[src/rtl/sift_pkg.sv]
`default_nettype none
// ============================================================================
// Module     : sift_pkg
// Description: Shared constants for the SIFT gradient front end: image
//              geometry, source BRAM latency, FSM and neighbour encodings.
// Revision   : 1.0 - initial release
// ============================================================================
package sift_pkg;

  localparam int BIT_DEPTH = 8;
  localparam int WIDTH     = 64;
  localparam int HEIGHT    = 64;
  localparam int ADDR_W    = $clog2(WIDTH * HEIGHT);
  // Source BRAM read latency (address to data, registered output)
  localparam int BRAM_LAT  = 2;

  // FSM state encoding
  localparam logic [2:0] ST_IDLE  = 3'd0;
  localparam logic [2:0] ST_FETCH = 3'd1;
  localparam logic [2:0] ST_WAIT  = 3'd2;
  localparam logic [2:0] ST_WRITE = 3'd3;
  localparam logic [2:0] ST_DONE  = 3'd4;

  // Neighbour select, in fetch order
  localparam logic [1:0] NB_L = 2'd0;
  localparam logic [1:0] NB_R = 2'd1;
  localparam logic [1:0] NB_U = 2'd2;
  localparam logic [1:0] NB_D = 2'd3;

endpackage
`default_nettype wire

[src/rtl/gradient_addr_gen.sv]
`default_nettype none
// ============================================================================
// Module     : gradient_addr_gen
// Description: Pixel x/y counters, clamped (edge-replicating) neighbour
//              address mux and last-pixel flag. The neighbour address is
//              formed from the *next* pixel coordinates so the caller can
//              register it on the same edge that advances the counters.
// Revision   : 1.0 - initial release
// ============================================================================
module gradient_addr_gen
  import sift_pkg::*;
#(
  parameter int WIDTH  = 64,
  parameter int HEIGHT = 64,
  parameter int AW     = $clog2(WIDTH * HEIGHT)
) (
  input  logic          clk_in,
  input  logic          rst_in,
  input  logic          clear_in,
  input  logic          advance_in,
  input  logic [1:0]    sel_in,
  output logic [AW-1:0] pix_addr_out,
  output logic [AW-1:0] nb_addr_out,
  output logic          last_out
);

  localparam int XW = (WIDTH  > 1) ? $clog2(WIDTH)  : 1;
  localparam int YW = (HEIGHT > 1) ? $clog2(HEIGHT) : 1;
  localparam logic [XW-1:0] X_MAX = XW'(WIDTH - 1);
  localparam logic [YW-1:0] Y_MAX = YW'(HEIGHT - 1);

  logic [XW-1:0] x_q, x_d, nx_w;
  logic [YW-1:0] y_q, y_d, ny_w;

  // Next-pixel coordinates: row-major walk, x fastest
  always_comb begin
    x_d = x_q;
    y_d = y_q;
    if (clear_in) begin
      x_d = '0;
      y_d = '0;
    end else if (advance_in) begin
      if (x_q == X_MAX) begin
        x_d = '0;
        y_d = (y_q == Y_MAX) ? '0 : y_q + 1'b1;
      end else begin
        x_d = x_q + 1'b1;
      end
    end
  end

  // Clamped neighbour coordinate of the next pixel
  always_comb begin
    nx_w = x_d;
    ny_w = y_d;
    case (sel_in)
      NB_L:    nx_w = (x_d == '0)    ? '0    : x_d - 1'b1;
      NB_R:    nx_w = (x_d == X_MAX) ? X_MAX : x_d + 1'b1;
      NB_U:    ny_w = (y_d == '0)    ? '0    : y_d - 1'b1;
      default: ny_w = (y_d == Y_MAX) ? Y_MAX : y_d + 1'b1;
    endcase
  end

  assign nb_addr_out  = AW'(int'(ny_w) * WIDTH + int'(nx_w));
  assign pix_addr_out = AW'(int'(y_q) * WIDTH + int'(x_q));
  assign last_out     = (x_q == X_MAX) && (y_q == Y_MAX);

  // Coordinate counters
  always_ff @(posedge clk_in or negedge rst_in) begin
    if (!rst_in) begin
      x_q <= '0;
      y_q <= '0;
    end else begin
      x_q <= x_d;
      y_q <= y_d;
    end
  end

endmodule
`default_nettype wire

[src/rtl/sift_gradient_image.sv]
`default_nettype none
// ============================================================================
// Module     : sift_gradient_image
// Description: Walks a WIDTH x HEIGHT image in an external BRAM, computes
//              central-difference X/Y gradients per pixel and writes them to
//              two downstream BRAM write ports. 7 cycles per pixel:
//              4 fetch, 2 wait, 1 write.
// Revision   : 1.0 - initial release
// ============================================================================
module sift_gradient_image
#(
  parameter int BIT_DEPTH = sift_pkg::BIT_DEPTH,
  parameter int WIDTH     = sift_pkg::WIDTH,
  parameter int HEIGHT    = sift_pkg::HEIGHT,
  parameter int AW        = $clog2(WIDTH * HEIGHT)
) (
  input  logic                 clk_in,
  input  logic                 rst_in,
  output logic [AW-1:0]        ext_read_addr,
  output logic                 ext_read_addr_valid,
  input  logic [BIT_DEPTH-1:0] ext_pixel_in,
  output logic [AW-1:0]        x_write_addr,
  output logic                 x_write_valid,
  output logic [BIT_DEPTH-1:0] x_pixel_out,
  output logic [AW-1:0]        y_write_addr,
  output logic                 y_write_valid,
  output logic [BIT_DEPTH-1:0] y_pixel_out,
  input  logic                 start_in,
  output logic                 gradient_done
);

  import sift_pkg::*;

  // Phase within a pixel (0..6); data for the address issued in phase p
  // arrives in phase p+BRAM_LAT.
  localparam logic [2:0] PH_FETCH_LAST = 3'd3;
  localparam logic [2:0] PH_CAP_L      = 3'(BRAM_LAT + 0);
  localparam logic [2:0] PH_CAP_R      = 3'(BRAM_LAT + 1);
  localparam logic [2:0] PH_CAP_U      = 3'(BRAM_LAT + 2);
  localparam logic [2:0] PH_CAP_D      = 3'(BRAM_LAT + 3);

  logic [2:0]           state_q, state_d;
  logic [2:0]           ph_q, ph_d;
  logic [AW-1:0]        rd_addr_q, rd_addr_d;
  logic                 rd_valid_q, rd_valid_d;
  logic [BIT_DEPTH-1:0] l_q, l_d, r_q, r_d, u_q, u_d;
  logic [AW-1:0]        wr_addr_q, wr_addr_d;
  logic                 wr_valid_q, wr_valid_d;
  logic [BIT_DEPTH-1:0] gx_q, gx_d, gy_q, gy_d;
  logic                 done_q, done_d;

  logic                 clear_w, advance_w, last_w, active_w;
  logic [1:0]           sel_w;
  logic [AW-1:0]        pix_addr_w, nb_addr_w;
  logic signed [BIT_DEPTH:0] dx_w, dy_w;

  gradient_addr_gen #(
    .WIDTH  (WIDTH),
    .HEIGHT (HEIGHT),
    .AW     (AW)
  ) u_addr_gen (
    .clk_in       (clk_in),
    .rst_in       (rst_in),
    .clear_in     (clear_w),
    .advance_in   (advance_w),
    .sel_in       (sel_w),
    .pix_addr_out (pix_addr_w),
    .nb_addr_out  (nb_addr_w),
    .last_out     (last_w)
  );

  // Counter control and which neighbour address to load next
  always_comb begin
    clear_w   = ((state_q == ST_IDLE) || (state_q == ST_DONE)) && start_in;
    advance_w = (state_q == ST_WRITE) && !last_w;
    sel_w     = NB_L;
    if ((state_q == ST_FETCH) && (ph_q != PH_FETCH_LAST)) begin
      sel_w = ph_q[1:0] + 2'd1;
    end
  end

  assign active_w = (state_q == ST_FETCH) || (state_q == ST_WAIT);

  // Arithmetic shift floors, so L=255,R=0 gives -128 and L=0,R=255 gives 127.
  // D is taken straight from the BRAM in its arrival cycle so the write
  // registers are ready on the WRITE cycle itself.
  assign dx_w = $signed({1'b0, r_q}) - $signed({1'b0, l_q});
  assign dy_w = $signed({1'b0, ext_pixel_in}) - $signed({1'b0, u_q});

  // FSM, neighbour capture and output register loading
  always_comb begin
    state_d    = state_q;
    ph_d       = ph_q;
    rd_addr_d  = rd_addr_q;
    rd_valid_d = rd_valid_q;
    l_d        = l_q;
    r_d        = r_q;
    u_d        = u_q;
    wr_addr_d  = wr_addr_q;
    wr_valid_d = 1'b0;
    gx_d       = gx_q;
    gy_d       = gy_q;
    done_d     = done_q;

    if (active_w) begin
      if (ph_q == PH_CAP_L) l_d = ext_pixel_in;
      if (ph_q == PH_CAP_R) r_d = ext_pixel_in;
      if (ph_q == PH_CAP_U) u_d = ext_pixel_in;
    end

    case (state_q)
      ST_IDLE, ST_DONE: begin
        if (start_in) begin
          state_d    = ST_FETCH;
          ph_d       = 3'd0;
          rd_addr_d  = nb_addr_w;
          rd_valid_d = 1'b1;
          done_d     = 1'b0;
        end
      end
      ST_FETCH: begin
        ph_d = ph_q + 3'd1;
        if (ph_q == PH_FETCH_LAST) begin
          state_d = ST_WAIT;
        end else begin
          rd_addr_d = nb_addr_w;
        end
      end
      ST_WAIT: begin
        ph_d = ph_q + 3'd1;
        if (ph_q == PH_CAP_D) begin
          state_d    = ST_WRITE;
          wr_addr_d  = pix_addr_w;
          wr_valid_d = 1'b1;
          gx_d       = BIT_DEPTH'(dx_w >>> 1);
          gy_d       = BIT_DEPTH'(dy_w >>> 1);
        end
      end
      ST_WRITE: begin
        ph_d = 3'd0;
        if (last_w) begin
          state_d    = ST_DONE;
          rd_valid_d = 1'b0;
          done_d     = 1'b1;
        end else begin
          state_d   = ST_FETCH;
          rd_addr_d = nb_addr_w;
        end
      end
      default: begin
        state_d    = ST_IDLE;
        ph_d       = 3'd0;
        rd_valid_d = 1'b0;
      end
    endcase
  end

  // State and datapath registers
  always_ff @(posedge clk_in or negedge rst_in) begin
    if (!rst_in) begin
      state_q    <= ST_IDLE;
      ph_q       <= 3'd0;
      rd_addr_q  <= '0;
      rd_valid_q <= 1'b0;
      l_q        <= '0;
      r_q        <= '0;
      u_q        <= '0;
      wr_addr_q  <= '0;
      wr_valid_q <= 1'b0;
      gx_q       <= '0;
      gy_q       <= '0;
      done_q     <= 1'b0;
    end else begin
      state_q    <= state_d;
      ph_q       <= ph_d;
      rd_addr_q  <= rd_addr_d;
      rd_valid_q <= rd_valid_d;
      l_q        <= l_d;
      r_q        <= r_d;
      u_q        <= u_d;
      wr_addr_q  <= wr_addr_d;
      wr_valid_q <= wr_valid_d;
      gx_q       <= gx_d;
      gy_q       <= gy_d;
      done_q     <= done_d;
    end
  end

  assign ext_read_addr       = rd_addr_q;
  assign ext_read_addr_valid = rd_valid_q;
  assign x_write_addr        = wr_addr_q;
  assign y_write_addr        = wr_addr_q;
  assign x_write_valid       = wr_valid_q;
  assign y_write_valid       = wr_valid_q;
  assign x_pixel_out         = gx_q;
  assign y_pixel_out         = gy_q;
  assign gradient_done       = done_q;

endmodule
`default_nettype wire

[config.mk]
export PLATFORM = sky130hd
export DESIGN_NAME = sift_gradient_image
export DESIGN_NICKNAME = d
export VERILOG_FILES = /design/src/rtl/sift_pkg.sv /design/src/rtl/gradient_addr_gen.sv /design/src/rtl/sift_gradient_image.sv
export SDC_FILE = /design/constraint.sdc
export NUM_CORES = 1
export LEC_CHECK = 0
export CORE_ASPECT_RATIO = 0.75
export CORE_UTILIZATION = 50
export DETAILED_ROUTE_END_ITERATION = 16
export PLACE_DENSITY = 0.73
export SYNTH_ARGS = -nofsm -noshare
export SYNTH_HDL_FRONTEND = slang
export SYNTH_SLANG_ARGS = --single-unit
[constraint.sdc]
create_clock -name clk_in -period 7.3 [get_ports clk_in]
set_input_delay 1.46 -clock clk_in [delete_from_list [all_inputs] [get_ports clk_in]]
set_output_delay 1.46 -clock clk_in [all_outputs]
set_load 0.01 [all_outputs]
==> run_results.csv, run 1 <==
group,metric,value,unit
run_status,outcome,"completed",
power_and_ir_drop,peakVddDrop,0.223,mV
yosys,syn_inst,587,
die,dieArea,10800,sq um
power_and_ir_drop,power_density,388,nW/um^2
min_path,hold_class,"flip-flop to flip-flop",
yosys,synth.distinct_cells,83,
die,die_w,120,um
critical_path,worstPathArrival,4.21,ns
yosys,synth-seq-area-share,40.9,%
grt,use_met1,40.9,%
drt,viasPerCell,5.90,
die,die_h,90.3,um
layout,drive_above_1_share,7.62,%
critical_path,endpoint_kind,"flip-flop",
clock_network,clock_path_buffers,2,
die,io_pins,67,
sta,fin_ws,3.30,ns
layout,layout_commonest_cell,"nand2_1",
yosys,ys.warnings.count,0,
placement,gp_congestion,0.939,
grt,grtUsageMet3,7.77,%
critical_path,start_kind,"input pin",
die,rows,31,
layout,utilization,61.7,%
layout,final_cell_mix,"nand2_1 (103), dfrtp_1 (85), clkdlybuf4s50_1 (65)",
grt,grt_use_met2,34.7,%
clock_network,clock-sinks,85,
grt,first_global_vias,4240,
drt,drc,0,
die,core_area,9890,sq um
sta,hold_viol,0,
yosys,syn_avg_cell_area,8.86,sq um
sta,finalSetupTns,0,ns
sta,setup_viol,0,
grt,busiest_layer,"met1",
power_and_ir_drop,p_leak,2.76,nW
clock_network,ctsHoldBuffers,0,
yosys,ys_ff_latch,85,
placement,io_buffers,66,
grt,gr-total-overflow,0,
grt,antenna_found_initial,0,
clock_network,cts_tree,"yes",
sta,worst_pin_slew,0.879,ns
clock_network,cts-root-buf,"clkbuf_16",
clock_network,cts_resized,0,
sta,skew,0.00825,ns
yosys,syn_area,5200,sq um
yosys,synthesis.nets,627,
clock_network,clkSlewWorstSetupHoldPaths,0.06,ns
die,start_util,52.6,%
clock_network,cts_inserted_buffers,9,
drt,wirelength,13300,um
drt,ant_nets,0,
sta,timing.hold.ws,0.478,ns
layout,nNetsFinal,668,
layout,area_growth,17.3,%
job,max_cap_viol_count,0,
placement,dp_slack,3.02,ns
drt,drtIter0Drc,411,
yosys,synth_enable_flop_cells,0,
yosys,async_flop_share,100,%
drt,wl_per_cell,17.4,um
yosys,synth_flop_cell,"dfrtp_1",
clock_network,cts_setup_buffers,0,
sta,timing.final.crit_share,54.8,%
sta,slew_headroom,41.0,%
critical_path,cp.required,7.52,ns
grt,grt_pass1_wl,22100,um
critical_path,crit_fanout,15,
power_and_ir_drop,finalPower,0.00237,W
sta,drv_slew,0,
critical_path,worstSetupPathType,"input pin to flip-flop",
grt,grt.total_usage,26.1,%
grt,grt_max_degree,54,
clock_network,htree_levels,3,
drt,vias,4498,
sta,min_period,4.00,ns
layout,antenna_cells,0,
drt,drt_pre_antenna_iters,7,
clock_network,clock_latency,0.34,ns
placement,dpl.hpwl,9930,um
sta,fmax,250,MHz
sta,rsz0062_at_grt,"no",
path summary, 6_finish.rpt:
check | to | startpoint | slack [ns] | cells after the start
hold reg to reg | x_pixel_out[3] | x_pixel_out[3] | 0.48 | 2
setup / recovery | ext_read_addr[5] | start_in | 3.30 | 8
setup reg to reg | ext_read_addr[6] | u_addr_gen.x_q[0] | 3.78 | 11
min in group asynchronous | x_pixel_out[7] | rst_in | 1.05 | 1
hold / removal | x_pixel_out[3] | x_pixel_out[3] | 0.48 | 2
max in group asynchronous | ext_read_addr[1] | rst_in | 5.19 | 2
report_power, final:
part / internal [W] / switching (W)
sequential: 0.000625 / 0.000122
combinational: 0.000502 / 0.000681
clock: 0.000260 / 0.000179
total: 0.00139 / 0.000982
state kept, by name, indices dropped and copies added (netlist names), 6 cells and up:
register / count
ext_read_addr: 12
x_write_addr: 12
l_q: 8
r_q: 8
u_q: 8
x_pixel_out: 8
y_pixel_out: 8
u_addr_gen.x_q: 6
u_addr_gen.y_q: 6
cells by family (layout without fill, tap and decap cells):
kind of cell               after synthesis  after routing  share of synthesized area (%)
xor gates and xnor gates                12             12                           2.02
buffers and inverters                   87            130                           7.77
and+or+nand+nor                        215            215                           20.3
AOI/OAI and AO/OA                      147            147                           19.2
adders and majority gates               29             29                           7.27
DFF                                     85             85                           40.9
muxes                                   12             12                           2.57
per-layer routing:
layer | wire (um) | share of wire, %
met5 | 0 | 0
met4 | 141 | 1.1
met3 | 1220 | 9.2
met2 | 5220 | 39
met1 | 6690 | 50
layout make-up:
type,instances,area (sq um)
multi-input cells,415,2670
well taps,132,165
fillers,854,3790
repair buffers,70,688
clock inverters,4,51.3
flip-flops and latches,85,2130
inverters,47,176
clock buffers,9,225
synthesized netlist by cell type, drive strengths merged (4+ instances only):
cell type	n	area, sq um
o21ai	52	264
nor2b	5	31.3
o31ai	8	60.1
a31oi	8	62.6
buf	24	163
nand2	103	387
a22oi	4	30.0
and3	10	65.1
mux2	11	124
nor2	34	133
ha	27	338
nor4	6	37.5
xnor2	9	78.8
a22o	4	35.0
inv	46	173
nor3	8	40.0
a21oi	24	124
clkbuf	16	65.1
nand4	7	58.8
nand3b	4	30.0
nor4b	4	35.0
o211ai	7	52.6
nand3	13	77.6
dfrtp	85	2130
or3	5	31.3
critical path: stages:
cell	delay, ns
clkdlybuf4s50_1	0.52
or3b_1	0.64
a31oi_2	0.41
inv_1	0.15
ha_1	0.24
or4_1	0.54
a31oi_1	0.17
o21ai_1	0.08
through the flow:
step	cell area, sq um	cells
2_1_floorplan	5200	587
3_3_place_gp	5830	749
3_5_place_dp	5830	749
4_1_cts	6100	762
5_1_grt	6100	762
6_report	6100	762
(Power assumes the default switching activity.)
==> run 2, diff against run 1 <==
clock period = 4.2 ns   (was 7.3 ns; I/O delays follow)
==> run_results.csv, run 2 (synthesized netlist as in run 1, its figures left out) <==
group,metric,value,unit
run_status,outcome,"completed",
layout,layout_commonest_cell,"nand2_1",
grt,grt_max_degree,69,
clock_network,clock_latency,0.35,ns
drt,wl_per_cell,16.9,um
clock_network,htree_levels,3,
clock_network,cts-root-buf,"clkbuf_16",
clock_network,cts_inserted_buffers,9,
grt,grt.total_usage,25.8,%
sta,rsz0062_at_grt,"no",
placement,io_buffers,66,
sta,slew_headroom,42.7,%
power_and_ir_drop,power_density,671,nW/um^2
sta,drv_slew,0,
min_path,whs_path_depth,2,
die,io_pins,67,
die,die_h,90.3,um
grt,antenna_found_initial,0,
critical_path,rr_startpoint,"u_addr_gen.x_q[0]",
die,rows,31,
placement,dpl.hpwl,9560,um
placement,placed_area,5840,sq um
clock_network,cts_setup_buffers,0,
drt,ant_nets,0,
power_and_ir_drop,finalPower,0.00411,W
critical_path,worstPathArrival,3.74,ns
grt,first_global_vias,4181,
critical_path,reg2regPathDepth,11,
critical_path,start_kind,"flip-flop",
layout,area_growth,17.8,%
clock_network,clock_path_buffers,2,
drt,viasPerCell,5.79,
layout,drive_above_1_share,8.35,%
min_path,worstHoldStart,"x_pixel_out[2]",
critical_path,crit_fanout,8,
drt,drt_pre_antenna_iters,6,
clock_network,cts_resized,0,
layout,final_cell_mix,"nand2_1 (103), dfrtp_1 (85), clkdlybuf4s50_1 (65)",
grt,gr-total-overflow,0,
clock_network,ctsHoldBuffers,0,
die,core_area,9890,sq um
die,start_util,52.6,%
layout,fill_cells,866,
grt,grt_pass1_wl,21900,um
min_path,hold_class,"flip-flop to flip-flop",
sta,skew,0.00786,ns
sta,min_period,3.45,ns
sta,fmax,290,MHz
placement,gp_congestion,0.943,
critical_path,endpoint_kind,"flip-flop",
clock_network,clkSlewWorstSetupHoldPaths,0.07,ns
critical_path,regToRegEndpoint,"ext_read_addr[10]",
die,dieArea,10800,sq um
layout,antenna_cells,0,
sta,worst_pin_slew,0.860,ns
sta,timing.final.crit_share,82.2,%
sta,hold_viol,0,
sta,finalSetupTns,0,ns
power_and_ir_drop,p_leak,2.78,nW
min_path,hold_end,"x_pixel_out[2]",
drt,wirelength,13000,um
critical_path,worstSetupPathType,"flip-flop to flip-flop",
critical_path,reg2reg_slack,0.75,ns
drt,drc,0,
critical_path,cp.required,4.49,ns
power_and_ir_drop,peakVddDrop,0.344,mV
layout,final_area,6120,sq um
layout,nNetsFinal,670,
clock_network,cts_tree,"yes",
die,die_w,120,um
drt,drtIter0Drc,392,
drt,vias,4441,
sta,setup_viol,0,
sta,timing.hold.ws,0.482,ns
job,max_cap_viol_count,0,
clock_network,clock-sinks,85,
==> run 2: cell count changes in the layout (fill, tap and decap cells not counted), sizes merged <==
cell,previous run,this run
buf,5,7
bufinv,1,0
clkbuf,9,10
clkinv,2,4
inv,47,48
==> run 2: layout make-up <==
cell class | count | area, sq um | area share, %
tap | 132 | 165 | 2.70
multi-input combinational | 415 | 2670 | 43.6
inverter | 47 | 176 | 2.88
sequential | 85 | 2130 | 34.7
clock buffer | 10 | 239 | 3.90
clock inverter | 6 | 43.8 | 0.715
timing repair buffer | 72 | 703 | 11.5
==> run 2: layer usage <==
layer	vias to the layer above	part of all wire, %	wire length, um	global-route usage (%)
met4	0	0.75	97	4.48
met3	10	8.8	1140	9.15
met5	-	0	0	0
li1	2138	-	-	-
met1	2107	52	6780	40.9
met2	186	38	4970	33.3
==> run 2: how the worst max path moves through the flow <==
stage	endpoint	cells past startpoint	from
floorplan	ext_read_addr[5]	9	start_in
global placement	ext_read_addr[5]	8	start_in
detailed placement	ext_read_addr[5]	8	start_in
CTS	ext_read_addr[5]	8	start_in
global route	ext_read_addr[6]	11	u_addr_gen.x_q[0]
finish	ext_read_addr[10]	11	u_addr_gen.x_q[0]
==> run 2: worst max-delay path, cell delays in order, from the launching register on <==
cell	delay, ns
dfrtp_1	0.51
ha_1	0.28
and2_0	0.51
nand3_4	0.20
nor2_1	0.23
mux2_2	0.44
inv_1	0.10
ha_1	0.21
o211ai_1	0.20
o31a_1	0.31
o31ai_1	0.24
o22a_1	0.15
==> run 2: where the power goes <==
| part | total, W | internal, W | switching (W) |
|---|---|---|---|
| clock network | 0.000758 | 0.000420 | 0.000339 |
| registers | 0.00130 | 0.00109 | 0.000213 |
| logic | 0.00205 | 0.000878 | 0.00118 |
| total | 0.00411 | 0.00238 | 0.00173 |
==> run 2: stage by stage <==
step	instances	utilization, %	worst slack, ns
floorplan	587	-	1.30
global placement	751	59.1	0.593
detailed placement	751	59.1	0.526
CTS	767	61.9	0.856
global route	767	61.9	0.515
finish	767	61.9	0.746
==> run 3, diff against run 2 <==
clock period = 3.4 ns   (was 4.2 ns; I/O delays follow)
==> run_results.csv, run 3 (synthesized netlist as in run 1, its figures left out) <==
group,metric,value,unit
grt,grt.total_usage,26.6,%
power_and_ir_drop,power_density,845,nW/um^2
grt,antenna_found_initial,0,
layout,nNetsFinal,690,
clock_network,cts_resized,0,
drt,wirelength,13700,um
critical_path,path_delay_family,"compound AO/OA/AOI/OAI gates",
critical_path,cp.required,3.68,ns
critical_path,reg2reg_slack,0.30,ns
clock_network,cts-root-buf,"clkbuf_16",
die,dieArea,10800,sq um
power_and_ir_drop,p_leak,2.89,nW
placement,gp_congestion,0.935,
drt,drtIter0Drc,332,
drt,viasPerCell,5.81,
drt,drc,0,
grt,grt_max_degree,41,
grt,first_global_vias,4271,
grt,grt_pass1_wl,22400,um
placement,dpl.hpwl,10300,um
drt,vias,4575,
sta,skew,0.00647,ns
job,max_cap_viol_count,0,
critical_path,max_stage_delay,0.49,ns
clock_network,clock_latency,0.34,ns
die,rows,31,
sta,rsz0062_at_grt,"no",
critical_path,worstPathCellList,"ha_1, and2_0, nand3_4, nor2_2, mux2_2, inv_1, ha_1, o211ai_1, o31a_1, o31ai_1, o22a_1",
sta,worst_pin_slew,0.611,ns
critical_path,reg2regPathDepth,11,
min_path,hold_class,"input pin to asynchronous set/reset pin",
die,die_w,120,um
critical_path,regToRegEndpoint,"ext_read_addr[10]",
die,core_area,9890,sq um
placement,io_buffers,66,
sta,fmax,322,MHz
sta,hold_viol,0,
layout,utilization,63.7,%
critical_path,worstPathArrival,3.38,ns
die,io_pins,67,
clock_network,clock_path_buffers,2,
clock_network,ctsHoldBuffers,0,
sta,setup_viol,0,
sta,finalSetupTns,0,ns
critical_path,endpoint_kind,"flip-flop",
clock_network,cts_inserted_buffers,9,
die,start_util,52.6,%
sta,drv_slew,0,
critical_path,worstSetupPathType,"flip-flop to flip-flop",
layout,layout_commonest_cell,"nand2_1",
layout,area_growth,21.2,%
layout,antenna_cells,0,
sta,timing.final.crit_share,91.3,%
grt,gr-total-overflow,0,
sta,slew_headroom,59.3,%
critical_path,start_kind,"flip-flop",
clock_network,htree_levels,3,
critical_path,worst-path-buf-inv,1,
clock_network,clock-sinks,85,
critical_path,crit_fanout,8,
clock_network,cts_setup_buffers,0,
layout,drive_above_1_share,11.3,%
layout,final_cell_mix,"nand2_1 (103), dfrtp_1 (85), clkdlybuf4s50_1 (65)",
die,die_h,90.3,um
run_status,outcome,"completed",
drt,drt_pre_antenna_iters,5,
layout,fill_cells,806,
critical_path,rr_startpoint,"u_addr_gen.x_q[0]",
drt,wl_per_cell,17.5,um
power_and_ir_drop,finalPower,0.00533,W
sta,min_period,3.10,ns
drt,ant_nets,0,
critical_path,slowest_stage,"dfrtp_1",
critical_path,path_common_cell,"ha_1",
clock_network,cts_tree,"yes",
clock_network,clkSlewWorstSetupHoldPaths,0.07,ns
power_and_ir_drop,peakVddDrop,0.530,mV
==> run 3: cell types whose count changed in the layout (fill, tap and decap cells not counted), sizes merged <==
cell,change
inv,-1
clkinvlp,+1
bufinv,+1
buf,+20
clkinv,-1
==> run 3: worst max-delay path by stage <==
stage | depth (start not counted) | to | slack (ns) | start
floorplan | 9 | ext_read_addr[5] | 0.66 | start_in
global placement | 10 | ext_read_addr[10] | 0.23 | start_in
detailed placement | 10 | ext_read_addr[10] | 0.20 | start_in
CTS | 11 | ext_read_addr[10] | 0.31 | u_addr_gen.x_q[0]
global route | 11 | ext_read_addr[10] | 0.05 | u_addr_gen.x_q[0]
finish | 11 | ext_read_addr[10] | 0.30 | u_addr_gen.x_q[0]
==> run 3: power breakdown <==
group,leakage (nW),total (W),internal [W],switching [W]
combinational,1.67,0.00276,0.00120,0.00156
clock,0.147,0.00103,0.000595,0.000432
sequential,1.07,0.00154,0.00134,0.000200
total,2.89,0.00533,0.00314,0.00219
==> run 3: through the flow <==
step / setup WS (ns) / hold WS [ns] / instance area (sq um) / cells
6_report: 0.296 / 0.258 / 6300 / 787
2_1_floorplan: 0.655 / 0.384 / 5200 / 587
5_1_grt: 0.0496 / 0.284 / 6300 / 787
4_1_cts: 0.309 / 0.266 / 6300 / 787
3_5_place_dp: 0.199 / 0.469 / 5990 / 771
3_3_place_gp: 0.231 / 0.460 / 5990 / 771
==> run 3: layer usage <==
layer  global-route usage [%]  wire (um)  vias to the layer above
met1                     41.8       6960                     2171
met5                        0          0                        -
met3                     6.31       1240                       10
met4                     5.42         92                        0
met2                     36.5       5440                      218
li1                         -          -                     2176
==> run 3: area by class of cell <==
cell class | instances | area, sq um | share of cell area, %
timing repair buffer | 92 | 853 | 13.5
clock inverter | 6 | 70.1 | 1.11
clock buffer | 10 | 239 | 3.79
tap | 132 | 165 | 2.62
inverter | 47 | 176 | 2.80
sequential | 85 | 2130 | 33.8
multi-input combinational | 415 | 2670 | 42.4
==> run 3: worst register-to-register path, cell delays in order (launching register included) <==
cell and delay [ns]:
dfrtp_1 0.49, ha_1 0.28, and2_0 0.24, nand3_4 0.16, nor2_2 0.19, mux2_2 0.43
inv_1 0.10, ha_1 0.23, o211ai_1 0.20, o31a_1 0.29, o31ai_1 0.26, o22a_1 0.17
